`config.mk`:
```
export PLATFORM = sky130hd
export DESIGN_NAME = clock_switch_ctrl
export DESIGN_NICKNAME = d
export VERILOG_FILES = /design/src/rtl/clock_switch_ctrl.sv
export SDC_FILE = /design/constraint.sdc
export NUM_CORES = 1
export LEC_CHECK = 0
export ABC_AREA = 1
export ABC_CLOCK_PERIOD_IN_PS = 2750
export CORE_ASPECT_RATIO = 0.75
export CORE_UTILIZATION = 60
export DETAILED_ROUTE_END_ITERATION = 6
export GPL_ROUTABILITY_DRIVEN = 0
export GPL_TIMING_DRIVEN = 0
export PLACE_DENSITY = 0.81
export SLEW_MARGIN = 0
export SYNTH_ARGS = -nofsm -noshare
export SYNTH_HDL_FRONTEND = slang
export SYNTH_SLANG_ARGS = --single-unit
```
`constraint.sdc`:
```
create_clock -name clk -period 2.75 [get_ports clk]
set_input_delay 0.55 -clock clk [delete_from_list [all_inputs] [get_ports clk]]
set_output_delay 0.55 -clock clk [all_outputs]
set_load 0.1 [all_outputs]
```
`src/rtl/clock_switch_ctrl.sv`:
```
// -----------------------------------------------------------------------------
// clock_switch_ctrl
//
// Control-side partner of a glitch-free clock mux. It turns an asynchronous
// speed request into a safe switch sequence: wait for the CPU bus to go idle,
// stall the CPU, drive the mux select, then wait for the mux's own
// active0/active1 feedback to confirm the new source. It reports the
// confirmed source and keeps a sticky error if the mux never confirms.
//
// This block must run on the free-running reference clock. Never clock it
// from the muxed output.
//
// Ports
//   clk       in   free-running reference clock
//   rst_n     in   asynchronous reset, active low
//   req_fast  in   requested source (1 = clk1, 0 = clk0); asynchronous
//   bus_idle  in   clk-synchronous; 1 = no CPU bus cycle in progress
//   active0   in   mux feedback, clk0 path enabled; asynchronous
//   active1   in   mux feedback, clk1 path enabled; asynchronous
//   err_clr   in   one-cycle pulse that clears err
//   select    out  mux select (0 = clk0)
//   cpu_hold  out  stalls the CPU while a switch is in progress
//   busy      out  switch sequence in progress
//   cur_fast  out  confirmed current source
//   err       out  sticky: mux failed to confirm within TIMEOUT_CYCLES
// -----------------------------------------------------------------------------
module clock_switch_ctrl #(
  parameter int SYNC_STAGES    = 2,    // flops per synchronizer, must be >= 2
  parameter int HOLD_CYCLES    = 4,    // cpu_hold lead time before select moves
  parameter int SETTLE_CYCLES  = 8,    // settle time after the mux confirms
  parameter int TIMEOUT_CYCLES = 255,  // max cycles waiting for confirmation
  parameter int CNT_W          = 8     // must hold max(HOLD, SETTLE, TIMEOUT)
) (
  input  logic clk,
  input  logic rst_n,
  input  logic req_fast,
  input  logic bus_idle,
  input  logic active0,
  input  logic active1,
  input  logic err_clr,
  output logic select,
  output logic cpu_hold,
  output logic busy,
  output logic cur_fast,
  output logic err
);

  typedef enum logic [2:0] {
    ST_STABLE,
    ST_WAIT_IDLE,
    ST_HOLD,
    ST_SWITCH,
    ST_SETTLE
  } state_t;

  // Last count value of each timed phase; reaching it ends the phase, so a
  // phase lasts exactly N cycles counting from cnt = 0.
  localparam int HOLD_LAST    = HOLD_CYCLES - 1;
  localparam int SETTLE_LAST  = SETTLE_CYCLES - 1;
  localparam int TIMEOUT_LAST = TIMEOUT_CYCLES - 1;

  // ---------------------------------------------------------------------------
  // Input synchronizers
  // ---------------------------------------------------------------------------
  logic [SYNC_STAGES-1:0] req_sync;
  logic [SYNC_STAGES-1:0] act0_sync;
  logic [SYNC_STAGES-1:0] act1_sync;
  logic                   req_s;
  logic                   act0_s;
  logic                   act1_s;

  // NOTE: sequential state uses non-blocking assignments so every flop samples
  // the pre-edge value of its neighbours, which is what makes the shift chain
  // (and the FSM registers below) behave as real flops in simulation.
  always_ff @(posedge clk or negedge rst_n) begin
    if (!rst_n) begin
      req_sync  <= '0;
      act0_sync <= '0;
      act1_sync <= '0;
    end else begin
      req_sync  <= {req_sync[SYNC_STAGES-2:0],  req_fast};
      act0_sync <= {act0_sync[SYNC_STAGES-2:0], active0};
      act1_sync <= {act1_sync[SYNC_STAGES-2:0], active1};
    end
  end

  assign req_s  = req_sync[SYNC_STAGES-1];
  assign act0_s = act0_sync[SYNC_STAGES-1];
  assign act1_s = act1_sync[SYNC_STAGES-1];

  // ---------------------------------------------------------------------------
  // FSM and registered outputs
  // ---------------------------------------------------------------------------
  state_t             state_q,    state_d;
  logic [CNT_W-1:0]   cnt_q,      cnt_d;
  logic               target_q,   target_d;
  logic               select_q,   select_d;
  logic               hold_q,     hold_d;
  logic               busy_q,     busy_d;
  logic               cur_fast_q, cur_fast_d;
  logic               err_q,      err_d;

  logic [CNT_W-1:0]   cnt_inc;
  logic               act_target;
  logic               act_other;

  // Counters saturate rather than wrap.
  assign cnt_inc = (cnt_q == {CNT_W{1'b1}}) ? cnt_q : cnt_q + CNT_W'(1);

  // Confirmation means the target path is on and the other path is off.
  assign act_target = target_q ? act1_s : act0_s;
  assign act_other  = target_q ? act0_s : act1_s;

  // NOTE: every signal written here gets its default first, so no path through
  // the case statement can leave one unassigned and infer a latch.
  always_comb begin
    state_d    = state_q;
    cnt_d      = cnt_q;
    target_d   = target_q;
    select_d   = select_q;
    hold_d     = hold_q;
    busy_d     = busy_q;
    cur_fast_d = cur_fast_q;
    err_d      = err_q;

    // Clear first so a timeout abort in the same cycle overrides it.
    if (err_clr) begin
      err_d = 1'b0;
    end

    unique case (state_q)
      ST_STABLE: begin
        // A latched error parks the controller here until err_clr.
        if ((req_s != cur_fast_q) && !err_q) begin
          target_d = req_s;
          busy_d   = 1'b1;
          state_d  = ST_WAIT_IDLE;
        end
      end

      ST_WAIT_IDLE: begin
        if (req_s == cur_fast_q) begin
          busy_d  = 1'b0;
          state_d = ST_STABLE;
        end else if (bus_idle) begin
          hold_d  = 1'b1;
          cnt_d   = '0;
          state_d = ST_HOLD;
        end
      end

      ST_HOLD: begin
        if (int'(cnt_q) >= HOLD_LAST) begin
          select_d = target_q;
          cnt_d    = '0;
          state_d  = ST_SWITCH;
        end else begin
          cnt_d = cnt_inc;
        end
      end

      ST_SWITCH: begin
        if (act_target && !act_other) begin
          cnt_d   = '0;
          state_d = ST_SETTLE;
        end else if (int'(cnt_q) >= TIMEOUT_LAST) begin
          // Give up and steer the mux back to the last confirmed source;
          // cpu_hold stays up through SETTLE so the revert is covered too.
          err_d    = 1'b1;
          select_d = cur_fast_q;
          cnt_d    = '0;
          state_d  = ST_SETTLE;
        end else begin
          cnt_d = cnt_inc;
        end
      end

      ST_SETTLE: begin
        if (int'(cnt_q) >= SETTLE_LAST) begin
          cur_fast_d = select_q;
          hold_d     = 1'b0;
          busy_d     = 1'b0;
          state_d    = ST_STABLE;
        end else begin
          cnt_d = cnt_inc;
        end
      end

      default: begin
        state_d = ST_STABLE;
      end
    endcase
  end

  // Async reset drops select at once; the mux performs its own glitch-free
  // return to clk0.
  always_ff @(posedge clk or negedge rst_n) begin
    if (!rst_n) begin
      state_q    <= ST_STABLE;
      cnt_q      <= '0;
      target_q   <= 1'b0;
      select_q   <= 1'b0;
      hold_q     <= 1'b0;
      busy_q     <= 1'b0;
      cur_fast_q <= 1'b0;
      err_q      <= 1'b0;
    end else begin
      state_q    <= state_d;
      cnt_q      <= cnt_d;
      target_q   <= target_d;
      select_q   <= select_d;
      hold_q     <= hold_d;
      busy_q     <= busy_d;
      cur_fast_q <= cur_fast_d;
      err_q      <= err_d;
    end
  end

  assign select   = select_q;
  assign cpu_hold = hold_q;
  assign busy     = busy_q;
  assign cur_fast = cur_fast_q;
  assign err      = err_q;

endmodule

```
==> run metrics <==
status complete, but fails checks; failing checks design-rule violations; Slew Viols, Final 0; Tot GR Track Use a little under 30%; maximum level of the CTS H-tree 1; area leader, netlist dfrtp_1; Final Instance Count excl. Fillers between 200 and 250; Area growth syn-to-layout 12.42%; Synth Register Bits 23; Syn. warnings 0; worst hold start req_sync[0]; syn_area_per_cell between 7 and 8 sq um; max-capacitance violation count 0; grt ovf 0; fin util 73.43%; initial core utilization roughly 65%; Setup Buffers After CTS 0; total CTS buffers 3; Buf/Inv on CP 1; final worst slack roughly 0.30 ns; clock skew about 0.014 ns; RSZ-0062 raised after global routing false; Hold Path Sink req_sync[1]; Final Hold Viols 0; antenna viol nets, final 0; CP top delay family buffers and inverters; Fill cells approximately 170; Die Area around 0.0024 sq mm; cts repair resizes 0; hold_buf cts 0; DP Worst Slack roughly 0.67 ns; placed insts 220; Max transition margin ~33%; r2r setup slk 1.00 ns; layout cell share with drive strength beyond 1 about 12%; worst endpoint required time about 2.2 ns; core area just over 0.002 sq mm; DRT Pass-1 Iters 6; CTS tree built; Setup crit start kind flop; IO buf count 11; final WL roughly 3000 um; fin crit share around nine tenths; first-pass GRT wire length roughly 5200 um; Peak supply drop approximately 530 uV; post-synth top area share between 40% and 50%; Achievable Freq roughly 410 MHz; Clock Sinks 23; initial antenna violation count 0; R2R depth 8; Clock transition at path regs about 0.12 ns; HP Class flop to flop; RR Endpoint cnt_q[4]; Syn Nets roughly 200; wire per inst around 14 um; root buffer cell clkbuf_4; pwr/cell area about 960 mW/mm^2; static leakage 0.7689 nW; most frequent cells in the layout nand2_1, nand3_1, dfrtp_1, inv_1, nor2_1; diodes inserted 0; Placement Rows 14; vias in the first global route between 1000 and 1500; Unique masters post-synth 24; clock latency on the worst-skew pair 0.33 ns; DRT iter0 DRCs 92; most common cell after layout, fill and taps aside nand2_1; Arr. time, crit path roughly 1.9 ns; CP max FO 4; pin count of the biggest net entering global routing 24; Die W about 57 um; Die Height between 40 and 50 um; Seq/Total Area, Yosys between 40% and 50%; final setup TNS 0 ns; Synth Cell Area between 0.001 and 0.0015 sq mm; post-route minimum period between 2 and 2.5 ns; # DRC 2; worst-margin pin slew a little over 1 ns; Vias/cell roughly 5.7; clock tree buffer depth 2; Synth Instances 185; via count 1268; crit end category output pin; dominant cells by area after synthesis dfrtp_1, nand2_1, nand3_1; WHS between 0.3 and 0.4 ns; CP cell instances clkdlybuf4s50_1; IO Count 12; worst setup path class flop to output pin; final setup violation count 0; Hold Crit Depth 0; slowest stage cell, crit path clkdlybuf4s50_1; Post-DP HPWL 2359 um; Final #Nets about 210; CP max stage delay 1.17 ns; worst reg2reg startpoint cnt_q[0]
## state kept, by name (all words and copies together) (netlist names)
register,cells
cnt_q,8
busy,1
act1_sync,2
select,1
req_sync,2
state_q,3
err,1
cur_fast,1
cpu_hold,1
act0_sync,2
target_q,1
## Yosys cell counts (all sizes together)
cell and instances:
nand2 48, inv 28, nand3 26, dfrtp 23
nor2 23, o21ai 16, nand4 5, ha 3
nor3 3, a21oi 2, a22o 1, a31oi 1
buf 1, clkinv 1, nand3b 1, o22ai 1
or2 1, xor2 1
## logic make-up (layout without fill, tap and decap cells)
family | after synthesis | after routing | synth area share [%]
adder cells (fa/ha/maj) | 3 | 3 | 2.781
XOR/XNOR | 1 | 1 | 0.6489
buffers and inverters | 30 | 45 | 8.897
AND/OR/NAND/NOR | 107 | 107 | 36.79
AO/OA/AOI/OAI | 21 | 21 | 8.249
flip-flops | 23 | 23 | 42.63
## metal layers
layer  share of wire, %  routed length (um)  up-vias  global-route usage [%]
met5                  0                   0        -                       0
met4                1.7                  53        0                   14.63
met3                8.6                 262        8                   5.488
met2                 46                1382       59                   47.14
met1                 44                1330      574                   36.86
li1                   -                   -      627                       -
## final cells by class
type                       instances  area, sq um  area share (%)
tap                               24        30.03           1.979
buffer                             1        11.26          0.7420
sequential                        23        575.6           37.92
clock inverter                     1        5.005          0.3298
clock buffer                       3        22.52           1.484
inverter                          29        108.9           7.172
timing repair buffer              11        110.1           7.255
multi-input combinational        132        654.4           43.12
## how the worst max path moves through the flow
stage              from         end  cells past startpoint
2_1_floorplan  cur_fast  state_q[0]                      9
3_3_place_gp   cur_fast    cur_fast                      1
3_5_place_dp     select      select                      1
4_1_cts          select      select                      1
5_1_grt        cur_fast    cur_fast                      1
6_report       cur_fast    cur_fast                      1
## per-stage QoR
stage | area [sq um] | power [mW]
floorplan | 1350 | 1.094
global placement | 1490 | 1.244
detailed placement | 1490 | 1.286
CTS | 1518 | 1.450
global route | 1518 | 1.556
finish | 1518 | 1.457
## power breakdown
part	switching [mW]	leakage [nW]	internal (mW)
Sequential	0.0735	0.292	0.407
Clock	0.111	0.0177	0.0546
Combinational	0.570	0.459	0.241
Total	0.754	0.769	0.703
(Power assumes the default switching activity.)
==> RTL edit 1 (config.mk and constraints unchanged) <==
Add an input register stage for `req_fast`, `bus_idle`, `active0`, `active1` and `err_clr`, without a reset; this delays them by one clock. Comments in the files are not updated.
--- a/src/rtl/clock_switch_ctrl.sv
+++ b/src/rtl/clock_switch_ctrl.sv
@@ -59,6 +59,20 @@
   localparam int SETTLE_LAST  = SETTLE_CYCLES - 1;
   localparam int TIMEOUT_LAST = TIMEOUT_CYCLES - 1;
 
+  logic req_fast_q;
+  logic bus_idle_q;
+  logic active0_q;
+  logic active1_q;
+  logic err_clr_q;
+
+  always_ff @(posedge clk) begin
+    req_fast_q <= req_fast;
+    bus_idle_q <= bus_idle;
+    active0_q  <= active0;
+    active1_q  <= active1;
+    err_clr_q  <= err_clr;
+  end
+
   // ---------------------------------------------------------------------------
   // Input synchronizers
   // ---------------------------------------------------------------------------
@@ -78,9 +92,9 @@
       act0_sync <= '0;
       act1_sync <= '0;
     end else begin
-      req_sync  <= {req_sync[SYNC_STAGES-2:0],  req_fast};
-      act0_sync <= {act0_sync[SYNC_STAGES-2:0], active0};
-      act1_sync <= {act1_sync[SYNC_STAGES-2:0], active1};
+      req_sync  <= {req_sync[SYNC_STAGES-2:0],  req_fast_q};
+      act0_sync <= {act0_sync[SYNC_STAGES-2:0], active0_q};
+      act1_sync <= {act1_sync[SYNC_STAGES-2:0], active1_q};
     end
   end
 
@@ -124,7 +138,7 @@
     err_d      = err_q;
 
     // Clear first so a timeout abort in the same cycle overrides it.
-    if (err_clr) begin
+    if (err_clr_q) begin
       err_d = 1'b0;
     end
 
@@ -142,7 +156,7 @@
         if (req_s == cur_fast_q) begin
           busy_d  = 1'b0;
           state_d = ST_STABLE;
-        end else if (bus_idle) begin
+        end else if (bus_idle_q) begin
           hold_d  = 1'b1;
           cnt_d   = '0;
           state_d = ST_HOLD;
Function: changed (a bounded check fails within 4 cycles, from zero or initial values and one cycle with rst_n low).
==> RTL edit 1 against the original RTL <==
  * Sequential cell count up 5
  * Fmax fell by 0.71%
  * Final cell count increased by 4.9%
  * Clock power rose by 64%
  * Wire length is essentially flat
  * Cell area up 10%
  * Area after synthesis is 8.8% higher
  * Worst setup slack worse by 0.018 ns
  * Power is 9.1% higher
  * Hold slack got worse by 0.022 ns
  * Non-clock buffer count fell by 1
  * Critical path type unchanged
==> RTL edit 1: results (changes against the original RTL) <==
outcome: "complete, no violations"  # was finished with violations
max_stage_delay_ns: 1.15  # was 1.17 ns
grt_pass1_wl_mm: 4.96  # was 5.23 mm
synthCells: 186  # was 185
power.leakage_nw: 0.835  # was 0.769 nW
arrival_ns: 1.92  # was 1.90 ns
dp_cells: 231  # was 220
detail_route.wl_per_cell_microns: 12.9  # was 13.5 microns
grt_pass1_vias: 1124  # was 1266
clk_latency_ns: 0.34
dr_total_vias: 1234  # was 1268
synth_nets: 196  # was 195
cts_buffers: 3  # unchanged
io_buffers: 11  # unchanged
seq_area_frac_synth_pct: 46.0  # was 42.6%
path_clk_slew_ns: 0.15  # was 0.12 ns
synth_area_leaders: "dfrtp_1, nand2_1, dfxtp_1"  # was dfrtp_1, nand2_1, nand3_1
post_cts_resized: 0  # unchanged
h-tree-depth: 1  # unchanged
fin_cells: 235  # was 224
maxCapViolCount: 0  # unchanged
clock_skew_ns: 0.00964  # was 0.0139 ns
ir_worst_vdd_v: 0.000524  # was 0.000531 V
design.final.nets: 212  # was 211
ys_top_cells_by_count: "nand2_1, inv_1, dfrtp_1"  # was nand2_1, dfrtp_1, nand3_1
min_from: "req_fast_q"  # was req_sync[0]
first_pass_iters: 4  # was 6
min_path_type: "reg2reg"  # unchanged
largest_registers: "cnt_q x8, state_q x3"  # unchanged
dp_hpwl_mm: 2.30  # was 2.36 mm
drt_iter0_markers: 47  # was 92
drv_slew: 0  # unchanged
async_flop_share_pct: 82.1  # was 100%
worst_slew_pin_slew_ns: 1.01  # about the same
drive_gt1_share_pct: 10.9  # was 11.5%
gr-usage-all-layers_pct: 25.9  # was 28.8%
-- RTL edit 1: logic make-up (layout without fill, tap and decap cells) --
logic type / Yosys count / after routing / synth area share, %
XOR/XNOR: 1 / 1 / 0.596
AND/OR/NAND/NOR: 102 / 102 / 34.0
adder cells (fa/ha/maj): 3 / 3 / 2.56
buffers and inverters: 30 / 45 / 7.67
AO/OA/AOI/OAI: 22 / 22 / 9.20
flip-flops: 28 / 28 / 46.0
-- RTL edit 1: per-stage QoR --
| step | setup WS (ns) | area [sq um] | hold slack (ns) |
|---|---|---|---|
| after floorplan | 0.855 | 1470 | 0.254 |
| after global placement | 0.687 | 1620 | 0.317 |
| after detailed placement | 0.692 | 1620 | 0.330 |
| after CTS | 0.280 | 1670 | 0.351 |
| after global routing | 0.211 | 1670 | 0.356 |
| final | 0.283 | 1670 | 0.345 |
-- RTL edit 1: final timing paths --
check | endpoint | slack (ns) | depth (start not counted)
setup / recovery | cur_fast | 0.28 | 1
hold / removal | req_sync[0] | 0.34 | 0
setup reg to reg | cnt_q[0] | 1.05 | 10
hold reg to reg | req_sync[0] | 0.34 | 0
max in group asynchronous | act1_sync[0] | 1.40 | 1
min in group asynchronous | busy | 0.74 | 1
-- RTL edit 1: cell type report --
| cell class | count | area (sq um) |
|---|---|---|
| multi-input combinational | 128 | 681 |
| sequential | 28 | 676 |
| fill | 186 | 634 |
| clock buffer | 3 | 22.5 |
| timing repair buffer | 11 | 110 |
| tap | 34 | 42.5 |
| clock inverter | 1 | 30.0 |
| inverter | 30 | 113 |
-- RTL edit 1: power breakdown --
group | leakage, nW | internal, W | total [W] | switching [W]
registers | 0.334 | 0.000481 | 0.000548 | 0.0000677
clock network | 0.0279 | 0.000148 | 0.000272 | 0.000125
logic | 0.474 | 0.000233 | 0.000769 | 0.000536
total | 0.835 | 0.000861 | 0.00159 | 0.000728
-- RTL edit 1: routing by layer --
layer | GRT usage (%) | share of wire [%] | wire length (microns) | vias up
li1 | - | - | - | 621
met1 | 34.1 | 47 | 1410 | 580
met2 | 42.7 | 48 | 1460 | 26
met3 | 6.02 | 3.4 | 103 | 7
met4 | 8.57 | 1.8 | 53 | 0
met5 | 0 | 0 | 0 | -
==> RTL edit 2 (same flow settings) <==
Without the edit above. Set the parameter `CNT_W` to 10 (it was 8).
--- a/src/rtl/clock_switch_ctrl.sv
+++ b/src/rtl/clock_switch_ctrl.sv
@@ -29,7 +29,7 @@
   parameter int HOLD_CYCLES    = 4,    // cpu_hold lead time before select moves
   parameter int SETTLE_CYCLES  = 8,    // settle time after the mux confirms
   parameter int TIMEOUT_CYCLES = 255,  // max cycles waiting for confirmation
-  parameter int CNT_W          = 8     // must hold max(HOLD, SETTLE, TIMEOUT)
+  parameter int CNT_W          = 10     // must hold max(HOLD, SETTLE, TIMEOUT)
 ) (
   input  logic clk,
   input  logic rst_n,
Check against the original RTL: same outputs for any inputs over 10 cycles, from zero or initial values and one cycle with rst_n low; that may be too few to reach the edited logic, so the function may still have changed.
==> RTL edit 2 against the original RTL <==
  * Clock skew is 0.011 ns lower
  * Die area grew 13%
  * Wire length up 8.1%
  * Highest routed layer unchanged
  * Sequential cell count rose by 2
  * Area after synthesis rose by 14%
  * Register-to-register slack lost 0.03 ns
  * Largest cell class unchanged
  * Worst setup slack gained 0.010 ns
  * Power shrank 6.5%
  * Cell area up 13%
==> RTL edit 2: results (changes against the original RTL) <==
outcome: "complete, no violations"  # was finished with violations
p_clk_w: 0.000178  # was 0.000166 W
dp_hpwl_mm: 2.53  # was 2.36 mm
antenna_found_initial: 0  # unchanged
r2r_cells: 11  # was 8
cts_setup_buffers: 0  # unchanged
largest_registers: "cnt_q x10, state_q x3"  # was cnt_q x8, state_q x3
min_from: "act0_sync[0]"  # was req_sync[0]
h-tree-depth: 1  # unchanged
place_area_sq_um: 1690  # was 1490 sq um
reg2reg_slack_ns: 0.97  # was 1.00 ns
cp_max_fo: 4  # unchanged
hold_end: "act0_sync[1]"  # was req_sync[1]
pre_cts_slack_ns: 0.682  # was 0.668 ns
rr_startpoint: "cnt_q[1]"  # was cnt_q[0]
min_path_type: "reg2reg"  # unchanged
post_cts_resized: 0  # unchanged
dr_total_vias: 1416  # was 1268
grt_pass1_vias: 1301  # was 1266
n_antenna_cell: 0  # unchanged
cellInternalPower_w: 0.000707  # was 0.000703 W
powerDensity_nw_per_um2: 794  # was 960 nW/um^2
first_pass_iters: 4  # was 6
grt_max_degree: 26  # was 24
power.leakage_nw: 0.925  # was 0.769 nW
synthDistinctLibCells: 25  # was 24
clock-root-buffer: "clkbuf_4"  # unchanged
design.final.nets: 235  # was 211
grt_pass1_wl_mm: 5.64  # was 5.23 mm
viasPerCell: 5.47  # was 5.66
gr-usage-all-layers_pct: 28.5  # was 28.8%
drt_wl_total_mm: 3.28  # was 3.03 mm
holdWs_ns: 0.369  # was 0.367 ns
ys_top_cells_by_count: "nand2_1, dfrtp_1, inv_1"  # was nand2_1, dfrtp_1, nand3_1
startpoint: "cur_fast"  # unchanged
drive_gt1_share_pct: 12.9  # was 11.5%
ir_worst_vdd_v: 0.000491  # was 0.000531 V
max_stage_delay_ns: 1.14  # was 1.17 ns
clock_skew_ns: 0.00249  # was 0.0139 ns
post-route-period-util_pct: 88.7  # was 89.1%
synth_nets: 219  # was 195
dp_cells: 255  # was 220
timing.rr.end: "cnt_q[2]"  # was cnt_q[4]
worst_slew_pin_slew_ns: 1.08  # was 1.01 ns
drt_iter0_markers: 134  # was 92
seq_area_frac_synth_pct: 40.8  # was 42.6%
p_comb_share_pct: 51.4  # was 55.6%
path_clk_slew_ns: 0.14  # was 0.12 ns
synth_area_leaders: "dfrtp_1, nand2_1, inv_1"  # was dfrtp_1, nand2_1, nand3_1
synthCells: 210  # was 185
-- RTL edit 2: metal layers --
layer  vias up  wire length, microns  GRT usage, %
li1        710                     -             -
met1       642                  1490          38.3
met2        54                  1470          44.0
met3        10                   241          7.39
met4         0                    74          12.1
met5         -                     0             0
-- RTL edit 2: final cells by class --
type / instances / area (sq um)
buffer: 1 / 5.00
multi-input combinational: 155 / 793
fill: 194 / 648
clock buffer: 3 / 22.5
tap: 34 / 42.5
clock inverter: 1 / 8.76
sequential: 25 / 626
inverter: 29 / 109
timing repair buffer: 11 / 110
-- RTL edit 2: logic make-up (layout without fill, tap and decap cells) --
logic type / count (synthesis) / after routing / share of synthesized area [%]
xor+xnor: 2 / 2 / 1.14
fa+ha+maj: 2 / 2 / 1.63
flops: 25 / 25 / 40.8
compound gates: 20 / 20 / 7.84
buf+inv: 30 / 45 / 7.43
simple gates: 131 / 131 / 41.1
